File: config.mk
export PLATFORM = sky130hd
export DESIGN_NAME = commit_ctrl_flat
export DESIGN_NICKNAME = d
export VERILOG_FILES = /design/src/rtl/commit_ctrl_pkg.sv /design/src/rtl/commit_ctrl_if.sv /design/src/rtl/commit_entry_table.sv /design/src/rtl/commit_ctrl.sv /design/src/flat_wrapper.sv
export SDC_FILE = /design/constraint.sdc
export NUM_CORES = 1
export LEC_CHECK = 0
export ABC_AREA = 1
export CELL_PAD_IN_SITES_DETAIL_PLACEMENT = 1
export CELL_PAD_IN_SITES_GLOBAL_PLACEMENT = 2
export CORE_AREA = 3 3 255 257
export CTS_CLUSTER_SIZE = 30
export DETAILED_ROUTE_END_ITERATION = 16
export DIE_AREA = 0 0 258 260
export PLACE_DENSITY_LB_ADDON = 0.1
export SLEW_MARGIN = 10
export SYNTH_ARGS = -nofsm -noshare
export SYNTH_HDL_FRONTEND = slang
export SYNTH_HIERARCHICAL = 1
export SYNTH_SLANG_ARGS = --single-unit
File: constraint.sdc
create_clock -name clk_i -period 4.6 [get_ports clk_i]
set_input_delay 0.46 -clock clk_i [delete_from_list [all_inputs] [get_ports clk_i]]
set_output_delay 0.46 -clock clk_i [all_outputs]
set_load 0.1 [all_outputs]
File: src/rtl/commit_ctrl_pkg.sv
// Shared constants, types and FSM encoding for the commit controller.
package commit_ctrl_pkg;

  localparam int RRF_SEL   = 6;
  localparam int REG_SEL   = 5;
  localparam int TAG_W     = RRF_SEL;
  localparam int REG_W     = REG_SEL;
  localparam int ENTRY_NUM = 1 << RRF_SEL;

  typedef logic [TAG_W-1:0] tag_t;
  typedef logic [REG_W-1:0] reg_t;
  typedef logic [TAG_W:0]   occ_t;

  typedef enum logic [1:0] {
    RUN     = 2'd0,
    DRAIN   = 2'd1,
    DRAINED = 2'd2
  } state_e;

endpackage

File: src/rtl/commit_ctrl_if.sv
// Dispatch/finish/control inputs and completion outputs of the commit controller.
interface commit_ctrl_if;
  import commit_ctrl_pkg::*;

  logic dp_we_i;
  tag_t dp_tag_i;
  logic dp_dst_en_i;
  reg_t dp_dst_num_i;
  logic fin_we_i;
  tag_t fin_tag_i;
  logic freeze_i;
  logic drain_req_i;
  logic completed_we_o;
  reg_t completed_dstnum_o;
  tag_t completed_rrftag_o;
  logic [1:0] com_inst_num_o;
  tag_t comptr_o;
  occ_t occupancy_o;
  logic drained_o;
  logic err_o;

  modport master (
    output dp_we_i, dp_tag_i, dp_dst_en_i, dp_dst_num_i,
    output fin_we_i, fin_tag_i, freeze_i, drain_req_i,
    input  completed_we_o, completed_dstnum_o, completed_rrftag_o,
    input  com_inst_num_o, comptr_o, occupancy_o, drained_o, err_o
  );

  modport slave (
    input  dp_we_i, dp_tag_i, dp_dst_en_i, dp_dst_num_i,
    input  fin_we_i, fin_tag_i, freeze_i, drain_req_i,
    output completed_we_o, completed_dstnum_o, completed_rrftag_o,
    output com_inst_num_o, comptr_o, occupancy_o, drained_o, err_o
  );

endinterface

File: src/rtl/commit_entry_table.sv
// Per-entry valid/finished/destination storage indexed by RRF tag.
module commit_entry_table
  import commit_ctrl_pkg::*;
(
  input  logic clk,
  input  logic rst_n,
  input  logic wr_en,
  input  tag_t wr_tag,
  input  logic wr_dst_en,
  input  reg_t wr_dst_num,
  input  logic set_en,
  input  tag_t set_tag,
  input  logic clr_en,
  input  tag_t clr_tag,
  input  tag_t head_tag,
  output logic head_valid,
  output logic head_finished,
  output logic head_dst_en,
  output reg_t head_dst_num,
  output logic wr_hit,
  output logic set_hit
);

  logic [ENTRY_NUM-1:0] valid;
  logic [ENTRY_NUM-1:0] finished;
  logic [ENTRY_NUM-1:0] dst_en;
  reg_t dst_num [ENTRY_NUM];

  // Status bits: clear on commit, set on finish of a live entry, dispatch overrides both.
  always_ff @(posedge clk or negedge rst_n) begin
    if (!rst_n) begin
      valid    <= '0;
      finished <= '0;
      dst_en   <= '0;
    end else begin
      if (clr_en)
        valid[clr_tag] <= 1'b0;
      if (set_en && valid[set_tag])
        finished[set_tag] <= 1'b1;
      if (wr_en) begin
        valid[wr_tag]    <= 1'b1;
        finished[wr_tag] <= 1'b0;
        dst_en[wr_tag]   <= wr_dst_en;
      end
    end
  end

  // Destination register numbers are only meaningful while valid, so they need no reset.
  always_ff @(posedge clk) begin
    if (wr_en)
      dst_num[wr_tag] <= wr_dst_num;
  end

  assign head_valid    = valid[head_tag];
  assign head_finished = finished[head_tag];
  assign head_dst_en   = dst_en[head_tag];
  assign head_dst_num  = dst_num[head_tag];
  assign wr_hit        = valid[wr_tag];
  assign set_hit       = valid[set_tag];

endmodule

File: src/rtl/commit_ctrl.sv
// In-order retirement controller: owns the commit pointer, occupancy and drain FSM.
module commit_ctrl
  import commit_ctrl_pkg::*;
(
  input logic    clk_i,
  input logic    reset_i,
  commit_ctrl_if.slave bus
);

  state_e state, state_next;
  tag_t   comptr;
  occ_t   occupancy, occ_next;
  logic   head_valid, head_finished, head_dst_en;
  reg_t   head_dst_num;
  logic   wr_hit, set_hit;
  logic   commit, overwrite, occ_inc, err_set;
  logic   completed_we, drained, err;
  reg_t   completed_dstnum;
  tag_t   completed_rrftag;
  logic [1:0] com_inst_num;

  commit_entry_table u_table (
    .clk          (clk_i),
    .rst_n        (reset_i),
    .wr_en        (bus.dp_we_i),
    .wr_tag       (bus.dp_tag_i),
    .wr_dst_en    (bus.dp_dst_en_i),
    .wr_dst_num   (bus.dp_dst_num_i),
    .set_en       (bus.fin_we_i),
    .set_tag      (bus.fin_tag_i),
    .clr_en       (commit),
    .clr_tag      (comptr),
    .head_tag     (comptr),
    .head_valid   (head_valid),
    .head_finished(head_finished),
    .head_dst_en  (head_dst_en),
    .head_dst_num (head_dst_num),
    .wr_hit       (wr_hit),
    .set_hit      (set_hit)
  );

  // Commit decision, occupancy update, error detection and drain FSM next state.
  always_comb begin
    commit     = head_valid & head_finished & ~bus.freeze_i;
    overwrite  = bus.dp_we_i & wr_hit & ~(commit & (bus.dp_tag_i == comptr));
    occ_inc    = bus.dp_we_i & ~overwrite;
    occ_next   = occupancy;
    if (occ_inc && !commit)
      occ_next = occupancy + occ_t'(1);
    else if (!occ_inc && commit)
      occ_next = occupancy - occ_t'(1);
    err_set    = (bus.fin_we_i & ~set_hit) | overwrite |
                 (bus.dp_we_i & (occupancy == occ_t'(ENTRY_NUM)) & ~commit) |
                 (bus.dp_we_i & (state != RUN));
    state_next = state;
    case (state)
      RUN:     if (bus.drain_req_i) state_next = DRAIN;
      DRAIN:   if (!bus.drain_req_i) state_next = RUN;
               else if (occ_next == '0) state_next = DRAINED;
      DRAINED: if (!bus.drain_req_i) state_next = RUN;
      default: state_next = RUN;
    endcase
  end

  // Pointer, occupancy, FSM, sticky error and registered completion outputs.
  always_ff @(posedge clk_i or negedge reset_i) begin
    if (!reset_i) begin
      state            <= RUN;
      comptr           <= '0;
      occupancy        <= '0;
      drained          <= 1'b0;
      err              <= 1'b0;
      completed_we     <= 1'b0;
      completed_dstnum <= '0;
      completed_rrftag <= '0;
      com_inst_num     <= 2'd0;
    end else begin
      state     <= state_next;
      occupancy <= occ_next;
      drained   <= (state_next == DRAINED);
      if (err_set)
        err <= 1'b1;
      if (commit) begin
        comptr           <= comptr + tag_t'(1);
        completed_we     <= head_dst_en;
        completed_dstnum <= head_dst_num;
        completed_rrftag <= comptr;
        com_inst_num     <= 2'd1;
      end else begin
        completed_we     <= 1'b0;
        com_inst_num     <= 2'd0;
      end
    end
  end

  assign bus.completed_we_o     = completed_we;
  assign bus.completed_dstnum_o = completed_dstnum;
  assign bus.completed_rrftag_o = completed_rrftag;
  assign bus.com_inst_num_o     = com_inst_num;
  assign bus.comptr_o           = comptr;
  assign bus.occupancy_o        = occupancy;
  assign bus.drained_o          = drained;
  assign bus.err_o              = err;

endmodule

File: src/flat_wrapper.sv
// flat-port wrapper written by rule: the top's interface ports become plain ports
module commit_ctrl_flat import commit_ctrl_pkg::*;
  (clk_i, reset_i, bus_dp_we_i, bus_dp_tag_i, bus_dp_dst_en_i, bus_dp_dst_num_i, bus_fin_we_i, bus_fin_tag_i, bus_freeze_i, bus_drain_req_i, bus_completed_we_o, bus_completed_dstnum_o, bus_completed_rrftag_o, bus_com_inst_num_o, bus_comptr_o, bus_occupancy_o, bus_drained_o, bus_err_o);
  commit_ctrl_if bus_i ();
  input logic clk_i;
  input logic reset_i;
  input wire logic [$bits(bus_i.dp_we_i)-1:0] bus_dp_we_i;
  input wire logic [$bits(bus_i.dp_tag_i)-1:0] bus_dp_tag_i;
  input wire logic [$bits(bus_i.dp_dst_en_i)-1:0] bus_dp_dst_en_i;
  input wire logic [$bits(bus_i.dp_dst_num_i)-1:0] bus_dp_dst_num_i;
  input wire logic [$bits(bus_i.fin_we_i)-1:0] bus_fin_we_i;
  input wire logic [$bits(bus_i.fin_tag_i)-1:0] bus_fin_tag_i;
  input wire logic [$bits(bus_i.freeze_i)-1:0] bus_freeze_i;
  input wire logic [$bits(bus_i.drain_req_i)-1:0] bus_drain_req_i;
  output wire logic [$bits(bus_i.completed_we_o)-1:0] bus_completed_we_o;
  output wire logic [$bits(bus_i.completed_dstnum_o)-1:0] bus_completed_dstnum_o;
  output wire logic [$bits(bus_i.completed_rrftag_o)-1:0] bus_completed_rrftag_o;
  output wire logic [$bits(bus_i.com_inst_num_o)-1:0] bus_com_inst_num_o;
  output wire logic [$bits(bus_i.comptr_o)-1:0] bus_comptr_o;
  output wire logic [$bits(bus_i.occupancy_o)-1:0] bus_occupancy_o;
  output wire logic [$bits(bus_i.drained_o)-1:0] bus_drained_o;
  output wire logic [$bits(bus_i.err_o)-1:0] bus_err_o;
  assign bus_i.dp_we_i = bus_dp_we_i;
  assign bus_i.dp_tag_i = bus_dp_tag_i;
  assign bus_i.dp_dst_en_i = bus_dp_dst_en_i;
  assign bus_i.dp_dst_num_i = bus_dp_dst_num_i;
  assign bus_i.fin_we_i = bus_fin_we_i;
  assign bus_i.fin_tag_i = bus_fin_tag_i;
  assign bus_i.freeze_i = bus_freeze_i;
  assign bus_i.drain_req_i = bus_drain_req_i;
  assign bus_completed_we_o = bus_i.completed_we_o;
  assign bus_completed_dstnum_o = bus_i.completed_dstnum_o;
  assign bus_completed_rrftag_o = bus_i.completed_rrftag_o;
  assign bus_com_inst_num_o = bus_i.com_inst_num_o;
  assign bus_comptr_o = bus_i.comptr_o;
  assign bus_occupancy_o = bus_i.occupancy_o;
  assign bus_drained_o = bus_i.drained_o;
  assign bus_err_o = bus_i.err_o;
  commit_ctrl u_core (.clk_i(clk_i), .reset_i(reset_i), .bus(bus_i));
endmodule
==> results of run 1 <==
cells in the mapped netlist (4+ instances only):
master,n
a21oi_1,50
a21oi_2,50
buf_1,7
buf_12,5
buf_2,15
buf_4,20
buf_6,6
clkbuf_1,98
dfrtp_1,222
edfxtp_1,320
inv_1,258
inv_2,4
nand2_1,373
nand3_1,102
nand3_2,51
nand3b_1,4
nand4_1,7
nor2_1,415
nor3_1,30
o211ai_1,82
o21ai_0,440
o21ai_1,12
o221ai_1,40
o22ai_1,66
or2_1,4
xor2_1,8
sequential cells by signal (all words and copies together), names as in the netlist, 2 cells and up:
| signal | flops |
|---|---|
| u_core/bus.completed_dstnum_o | 5 |
| u_core/bus.completed_rrftag_o | 6 |
| u_core/bus.comptr_o | 6 |
| u_core/bus.occupancy_o | 7 |
| u_core/state | 2 |
| u_core/u_table/dst_en | 64 |
| u_core/u_table/dst_num | 320 |
| u_core/u_table/finished | 64 |
| u_core/u_table/valid | 64 |
cell families after synthesis:
| family | Yosys count | share of synthesized area, % |
|---|---|---|
| buffers and inverters | 416 | 7.00 |
| AOI/OAI and AO/OA | 740 | 16.9 |
| and+or+nand+nor | 995 | 16.7 |
| adders and majority gates | 3 | 0.146 |
| other | 1 | 0.0146 |
| DFF | 542 | 59.0 |
| xor gates and xnor gates | 8 | 0.273 |
through the flow:
step	hold slack [ns]	std cells	util (%)	cell area (um2)
after floorplan	0.164	2705	-	25700
after global placement	0.456	3528	43.1	27100
after detailed placement	0.460	3528	43.1	27100
after CTS	0.210	3640	46.2	29100
after global routing	0.238	3640	46.2	29100
final	0.255	3640	46.2	29100
what timing repair did:
action,in CTS,in global routing
endpoints found under the hold margin,85,0
hold buffers,1,0
setup endpoints to repair,0,0
worst max-delay path, stage by stage (launching register included):
cell      delay [ns]
dfrtp_4         0.70
buf_12          0.27
inv_2           0.31
o21ai_0         0.15
o221ai_1        0.21
o211ai_1        0.15
nand3_1         0.21
nand3_1         0.15
nand2_1         0.09
nand2_1         0.15
nor2_4          0.28
nand2_1         0.10
nor2_1          0.09
nand3_1         0.07
nand2_1         0.13
nand2_1         0.26
nand2_1         0.20
nand3_1         0.08
nand3_1         0.09
nor2_1          0.06
nand2_1         0.09
nor2_2          0.05
nor2_1          0.13
nor2_1          0.06
area by class of cell:
type | count | area (um2)
inverters | 264 | 1000
clock inverters | 33 | 338
multi-input cells | 1747 | 8730
fillers | 7130 | 33900
repair buffers | 130 | 1150
clock buffers | 78 | 1620
flip-flops and latches | 542 | 15200
well taps | 846 | 1060
power breakdown:
part,switching (mW),internal [mW],leakage (nW)
sequential,0.628,5.65,5.58
clock,2.03,2.76,0.948
combinational,4.88,1.87,4.63
total,7.54,10.3,11.2
layer usage:
layer	routed length, um	vias up	GRT usage [%]	part of all wire, %
met3	4730	114	3.28	5.2
met2	41600	545	43.3	45
met1	42800	10500	39.7	47
met4	2380	0	7.53	2.6
li1	-	9369	-	-
met5	0	-	0	0
path summary, 6_finish.rpt:
check / slack [ns] / cells past startpoint / startpoint / to
worst max register to register: 0.32 / 23 / u_core/bus.comptr_o[1]$_DFFE_PN0P_ / u_core/bus.drained_o$_DFF_PN0_
min in group asynchronous: 0.42 / 2 / reset_i / u_core/u_table/dst_en[35]$_DFFE_PN0P_
worst max-delay path: 0.32 / 23 / u_core/bus.comptr_o[1]$_DFFE_PN0P_ / u_core/bus.drained_o$_DFF_PN0_
max in group asynchronous: 2.87 / 3 / reset_i / u_core/u_table/valid[60]$_DFF_PN0_
worst min register to register: 0.47 / 2 / u_core/bus.completed_dstnum_o[1]$_DFFE_PN0P_ / u_core/bus.completed_dstnum_o[1]$_DFFE_PN0P_
worst min-delay path: 0.26 / 1 / bus_dp_dst_num_i[2] / u_core/u_table/dst_num[53][2]$_DFFE_PP_
==> run summary, run 1 <==
status = completed
Max Root-Sink Buffers = 3
Critical Path Fanout Max = 43
Pwr per Cell Area = 613 nW/um2
CP arrival = 4.78 ns
CTS tree = built
Rel. slew slack = 32.4%
EDFF count, synth = 320
final WL = 91,500 um
Port Buffers = 51
GRT overflow = 0
Finish-stage setup viols = 0
Tmin final = 4.28 ns
Post-CTS Setup Bufs = 0
Antenna diodes = 0
Hold Vio Cnt, Final = 0
die height = 260 um
DR vias = 20,500
Distinct cells, synth = 35
commonest cells after routing, fill and taps aside = o21ai_0, nor2_1, nand2_1
Initial Util = 40.8%
Setup WS pre-CTS = 0.494 ns
Clock Sinks = 542
Final nets = 2,772
GPL Wtd Cong = 0.905
setup ws final = 0.324 ns
hold crit path type = in2reg
Synth Flop Type = edfxtp_1
Lkg Pwr = 11.2 nW
via density per instance = 5.64
post-route ant nets = 0
RSZ-0062 raised after global routing = no
Core Region = 63,000 um2
gr usage total = 27.3%
synth warn = 6
Seq/Total Area, Yosys = 59.0%
Area growth syn-to-layout = 13.2%
TritonCTS Buffers = 60
Synth Register Bits = 542
Tcrit/Tclk final = 93.0%
die area = 67,100 um2
Worst Skew = 0.0265 ns
Worst Setup End Kind = register
Async SR Flop Fraction = 41.0%
Setup CP Type = reg2reg
WP data required = 5.11 ns
Die Width = 258 um
Setup crit start kind = register
Synth area leaders = edfxtp_1, dfrtp_1, o21ai_0
first-pass GRT wire length = 138,000 um
Row Count = 92
peak supply drop = 0.398 mV
overall power = 17.8 mW
vias in the first global route = 21,100
worst skew pair latency = 0.64 ns
quantity of gates resized following cts = 0
First DRT Iteration DRCs = 1,661
initial antenna violation count = 0
setup TNS = 0 ns
most common cell after layout, fill and taps aside = o21ai_0
Mapped Cells = 2,705
leading area contributor after synthesis = edfxtp_1
clk slew on worst S/H paths = 0.06 ns
1st-pass router iterations = 5
f_max = 234 MHz
Max Slew Vio Count = 0
layout cells sized above 1 = 10.7%
Synth Net Count = 2,732
pin count of the biggest net entering global routing = 90
# IOs = 53
Max H-tree Level = 2
root buffer cell = clkbuf_16
wire per inst = 25.1 um
slew at the pin closest to its max-slew limit = 1.01 ns
Post-Syn Area per Cell = 9.50 um2
DRC viols = 0
top cell type's share of synthesized area = 37.4%
Mapped Area = 25,700 um2
DP Wirelength = 60,200 um
max cap viols = 0
Note: power is estimated with default switching activity, not from simulation.
==> run 2, diff against run 1 <==
- DONT_BUFFER_PORTS: unset -> 1
==> run summary, run 2 (same netlist as run 1, synthesis figures left out) <==
status = finished, violations left
violated checks = hold timing
pin count of the biggest net entering global routing = 223 (+150%)
via density per instance = 5.67 (+0.64%)
Setup CP Type = reg2reg
Hold Vio Cnt, Final = 222 (+222)
Max H-tree Level = 2 (unchanged)
Tmin final = 4.21 ns (-0.0616 ns)
gr usage total = 27.4% (+0.061 points)
DP Wirelength = 57,000 um (-5.3%)
DRC viols = 0 (unchanged)
root buffer cell = clkbuf_16
CP peak stage delay = 0.88 ns (+0.18 ns)
peak supply drop = 0.432 mV (+8.6%)
GRT overflow = 0 (unchanged)
Lkg Pwr = 10.8 nW (-2.8%)
# IOs = 53 (unchanged)
slew at the pin closest to its max-slew limit = 1.16 ns (+0.153 ns)
Post-CTS Setup Bufs = 0 (unchanged)
vias in the first global route = 20,700 (-2.0%)
GPL Wtd Cong = 0.869 (-4.0%)
Max Slew Vio Count = 0 (unchanged)
delay-heaviest family, CP = buffers and inverters
f_max = 237 MHz (+1.5%)
CTS tree = built
max cap viols = 0 (unchanged)
clk slew on worst S/H paths = 0.06 ns (about the same)
setup TNS = 0 ns (unchanged)
wire per inst = 25.8 um (+2.8%)
Rel. slew slack = 22.4% (-10 points)
Worst Setup End Kind = register
Pwr per Cell Area = 610 nW/um2 (-0.55%)
DR vias = 20,200 (-1.4%)
Top reg by flops = u_core/u_table/dst_num
Core Region = 63,000 um2 (unchanged)
max FFs per register = 320 (unchanged)
buffers and inverters on the worst path = 5 (+3)
Die Width = 258 um (unchanged)
commonest cells after routing, fill and taps aside = o21ai_0, nor2_1, nand2_1
die height = 260 um (unchanged)
worst skew pair latency = 0.63 ns (about the same)
CTS Hold Bufs = 13 (+12)
RSZ-0062 raised after global routing = no
overall power = 17.4 mW (-2.6%)
Finish-stage setup viols = 0 (unchanged)
Area growth syn-to-layout = 10.8%
layout cells sized above 1 = 9.45% (-1.2 points)
Worst Skew = 0.0200 ns (-0.00647 ns)
First DRT Iteration DRCs = 1,704 (+2.6%)
Max Root-Sink Buffers = 3 (unchanged)
first-pass GRT wire length = 137,000 um (-0.76%)
initial antenna violation count = 1 (+1)
Clock Sinks = 542 (unchanged)
CP arrival = 4.71 ns (-0.07 ns)
die area = 67,100 um2 (unchanged)
Antenna diodes = 0 (unchanged)
crit path cell chain = buf_4, o21ai_0, o21ai_0, o211ai_1, nand3_1, nand3_1, nand2_1, nand2_1, nor2_4, buf_4, inv_1, buf_4, nand3_1, nand2_1, nand2_1, nand3_1, dlygate4sd3_1
Initial Util = 40.8% (unchanged)
final WL = 92,200 um (+0.72%)
post-route ant nets = 0 (unchanged)
Fin Hold WS = -0.436 ns (-0.691 ns)
1st-pass router iterations = 5 (unchanged)
WP data required = 5.10 ns (about the same)
hold crit path type = in2async
Critical Path Fanout Max = 53 (+23%)
TritonCTS Buffers = 59 (-1.7%)
Row Count = 92 (unchanged)
most common cell after layout, fill and taps aside = o21ai_0
Port Buffers = 0 (-100%)
Tcrit/Tclk final = 91.6% (-1.3 points)
Final nets = 2,697 (-2.7%)
CP max-delay cell = dfrtp_4
Setup crit start kind = register
## run 2: changes by cell type in the layout (fill, tap and decap cells not counted), moves of 3 or more
cell,previous run,this run
clkbuf_8,5,2
buf_4,73,39
clkinv_1,7,11
dlygate4sd3_1,1,5
clkbuf_1,13,17
buf_2,6,0
clkdlybuf4s50_1,43,0
clkinv_4,0,4
clkinvlp_4,6,1
buf_16,0,5
## run 2: final timing paths
path,cells after the start,from,slack (ns),endpoint
worst max-delay path,17,u_core/bus.comptr_o[1]$_DFFE_PN0P_,0.39,u_core/bus.err_o$_DFFE_PN0P_
worst min-delay path,0,reset_i,-0.44,u_core/u_table/dst_en[46]$_DFFE_PN0P_
worst max register to register,17,u_core/bus.comptr_o[1]$_DFFE_PN0P_,0.39,u_core/bus.err_o$_DFFE_PN0P_
worst min register to register,2,u_core/u_table/dst_en[21]$_DFFE_PN0P_,0.49,u_core/u_table/dst_en[21]$_DFFE_PN0P_
max in group asynchronous,0,reset_i,4.27,u_core/bus.comptr_o[1]$_DFFE_PN0P_
min in group clk_i,3,bus_fin_we_i,0.19,u_core/u_table/finished[48]$_DFF_PN0_
## run 2: area by class of cell
class,count,area [um2]
Fill cell,7087,34500
Sequential cell,542,15200
Multi-Input combinational cell,1747,8730
Clock buffer,78,1570
Tap cell,846,1060
Inverter,264,1000
Timing Repair Buffer,56,621
Clock inverter,34,315
## run 2: repair_timing
action	in CTS	in global routing
gates resized for setup	0	0
endpoints found under the hold margin	569	222
endpoints found under the setup margin	0	0
## run 2: where the power goes
group,internal (mW),total (mW),switching [mW]
logic,1.70,5.85,4.15
clock network,2.63,4.64,2.01
registers,5.64,6.87,1.23
## run 2: routing by layer
metal / share of wire, % / up-vias / track usage [%]
met5: 0.012 / - / 0
met4: 3.2 / 2 / 8.66
met3: 6.2 / 154 / 5.55
met2: 45 / 533 / 42.5
met1: 46 / 10300 / 38.7
li1: - / 9230 / -
## run 2: metrics by stage
stage	area [um2]	util (%)	setup WS [ns]	cells
after floorplan	25700	-	0.562	2705
after global placement	26300	41.8	0.608	3442
after detailed placement	26300	41.8	0.500	3442
after CTS	28500	45.2	0.425	3567
after global routing	28500	45.2	0.136	3567
final	28500	45.2	0.385	3567
==> run 3, diff against run 2 <==
- REMOVE_ABC_BUFFERS: unset -> 1
==> run summary, run 3 (same netlist as run 1, synthesis figures left out) <==
First DRT Iteration DRCs = 1,783 (+4.6%)
clk slew on worst S/H paths = 0.06 ns (about the same)
slew at the pin closest to its max-slew limit = 1.20 ns (+0.0340 ns)
fill count = 7,113 (+0.37%)
pin count of the biggest net entering global routing = 223 (unchanged)
first-pass GRT wire length = 140,000 um (+2.4%)
Worst Setup End Kind = register
Non-Filler Instances = 3,563 (-0.11%)
Row Count = 92 (unchanged)
layout cells sized above 1 = 9.68% (+0.23 points)
Max Root-Sink Buffers = 3 (unchanged)
1st-pass router iterations = 5 (unchanged)
hold crit path type = in2async
max cap viols = 0 (unchanged)
wire per inst = 26.6 um (+2.9%)
Clock Sinks = 542 (unchanged)
Rel. slew slack = 19.5% (-2.9 points)
f_max = 242 MHz (+1.9%)
Critical Path Fanout Max = 71 (+34%)
Worst Skew = 0.0155 ns (-0.00454 ns)
Pwr per Cell Area = 617 nW/um2 (+1.2%)
DR vias = 20,400 (+0.98%)
Crit path depth = 13 (-4)
CP peak stage delay = 0.70 ns (-0.18 ns)
Tmin final = 4.13 ns (-0.0799 ns)
die height = 260 um (unchanged)
Setup CP Type = reg2reg
post-layout util = 45.3% (about the same)
Fin Hold WS = -0.468 ns (-0.0322 ns)
violated checks = hold timing
delay-heaviest family, CP = simple AND/OR/NAND/NOR gates
CTS tree = built
Hold Vio Cnt, Final = 222 (unchanged)
r2r startpoint = u_core/bus.comptr_o[0]$_DFFE_PN0P_
peak supply drop = 0.650 mV (+50%)
CP arrival = 4.63 ns (-0.08 ns)
# IOs = 53 (unchanged)
overall power = 17.6 mW (+1.3%)
Max Slew Vio Count = 0 (unchanged)
placed cell count = 3,443 (+0.029%)
Tcrit/Tclk final = 89.9% (-1.7 points)
WP data required = 5.10 ns (about the same)
Antenna diodes = 0 (unchanged)
vias in the first global route = 21,100 (+1.9%)
final WL = 94,700 um (+2.8%)
Final nets = 2,694 (-0.11%)
Top reg by flops = u_core/u_table/dst_num
initial antenna violation count = 3 (+2)
status = finished, violations left
Reg2Reg Setup Slack = 0.47 ns (+0.08 ns)
Setup crit start kind = register
worst skew pair latency = 0.62 ns (about the same)
root buffer cell = clkbuf_16
max FFs per register = 320 (unchanged)
GRT overflow = 0 (unchanged)
DRC viols = 0 (unchanged)
most common cell after layout, fill and taps aside = o21ai_0
TritonCTS Buffers = 59 (unchanged)
Finish-stage setup viols = 0 (unchanged)
Area growth syn-to-layout = 10.9% (about the same)
CP max-delay cell = dfrtp_4
via density per instance = 5.74 (+1.1%)
Core Region = 63,000 um2 (unchanged)
Max H-tree Level = 2 (unchanged)
Initial Util = 40.8% (unchanged)
Reg2Reg Capture Point = u_core/u_table/valid[14]$_DFF_PN0_
CTS Hold Bufs = 9 (-4)
most frequent CP cell = nand2_1
FF-to-FF path depth = 13 (-4)
GPL Wtd Cong = 0.885 (+1.8%)
crit path cell chain = buf_6, o21ai_0, o211ai_1, o211ai_1, nand3_1, nand3_1, nand2_1, nand2_1, nor2_4, buf_4, nand2_1, o21ai_0, nand2_1
Lkg Pwr = 10.8 nW (about the same)
RSZ-0062 raised after global routing = no
Die Width = 258 um (unchanged)
commonest cells after routing, fill and taps aside = o21ai_0, nor2_1, nand2_1
gr usage total = 28.2% (+0.86 points)
DP Wirelength = 60,800 um (+6.6%)
buffers and inverters on the worst path = 2 (-3)
Port Buffers = 0 (unchanged)
post-route ant nets = 0 (unchanged)
die area = 67,100 um2 (unchanged)
-- run 3: cell count changes in the layout (fill, tap and decap cells not counted), sizes merged --
cell / delta
bufinv: +1
buf: -2
dlygate4sd3: -1
clkinvlp: +5
clkbuf: -1
clkinv: -6
-- run 3: timing repair --
| item | 4_1_cts | 5_1_grt |
|---|---|---|
| endpoints found under the setup margin | 0 | 7 |
| gates resized for setup | 0 | 1 |
| hold endpoints to repair | 555 | 222 |
| setup buffers | 0 | 0 |
-- run 3: through the flow --
stage / hold WS, ns / cell area (um2) / TNS [ns] / setup slack [ns]
final: -0.468 / 28500 / 0 / 0.465
after global routing: -0.497 / 28500 / 0 / 0.130
after CTS: -0.498 / 28500 / 0 / 0.387
after detailed placement: 0.174 / 26300 / 0 / 0.383
after global placement: 0.174 / 26300 / 0 / 0.491
after floorplan: 0.164 / 24900 / -513.33 / -6.32
-- run 3: layer usage --
metal / wire (um) / global-route usage [%]
met4: 3400 / 9.72
met5: 12 / 0
met3: 7250 / 6.31
met1: 41100 / 38.4
met2: 43000 / 44.8
-- run 3: where the power goes --
group	internal (mW)	switching, mW
combinational	1.66	4.20
sequential	5.64	1.23
clock	2.83	2.04
-- run 3: worst max-delay path by stage --
stage                                       startpoint                            endpoint  slack [ns]
CTS                 u_core/bus.comptr_o[0]$_DFFE_PN0P_  u_core/u_table/valid[46]$_DFF_PN0_        0.39
global placement    u_core/bus.comptr_o[0]$_DFFE_PN0P_           u_core/state[1]$_DFF_PN0_        0.49
detailed placement  u_core/bus.comptr_o[0]$_DFFE_PN0P_      u_core/bus.drained_o$_DFF_PN0_        0.38
finish              u_core/bus.comptr_o[0]$_DFFE_PN0P_  u_core/u_table/valid[14]$_DFF_PN0_        0.47
floorplan           u_core/bus.comptr_o[0]$_DFFE_PN0P_      u_core/bus.drained_o$_DFF_PN0_       -6.32
global route        u_core/bus.comptr_o[0]$_DFFE_PN0P_      u_core/bus.drained_o$_DFF_PN0_        0.13
-- run 3: cell type report --
type                       instances  area [um2]  area share (%)
multi-input combinational       1747        8730            30.6
sequential                       542       15200            53.3
inverter                         264        1000            3.51
timing repair buffer              53         537            1.88
clock buffer                      77        1670            5.85
tap                              846        1060            3.71
clock inverter                    34         325            1.14
-- run 3: worst reg2reg max path, stage by stage, from the launching register on --
cell and delay [ns]:
dfrtp_4 0.70, buf_6 0.50, o21ai_0 0.23, o211ai_1 0.20, o211ai_1 0.20, nand3_1 0.16, nand3_1 0.08, nand2_1 0.21
nand2_1 0.13, nor2_4 0.22, buf_4 0.43, nand2_1 0.51, o21ai_0 0.35, nand2_1 0.09
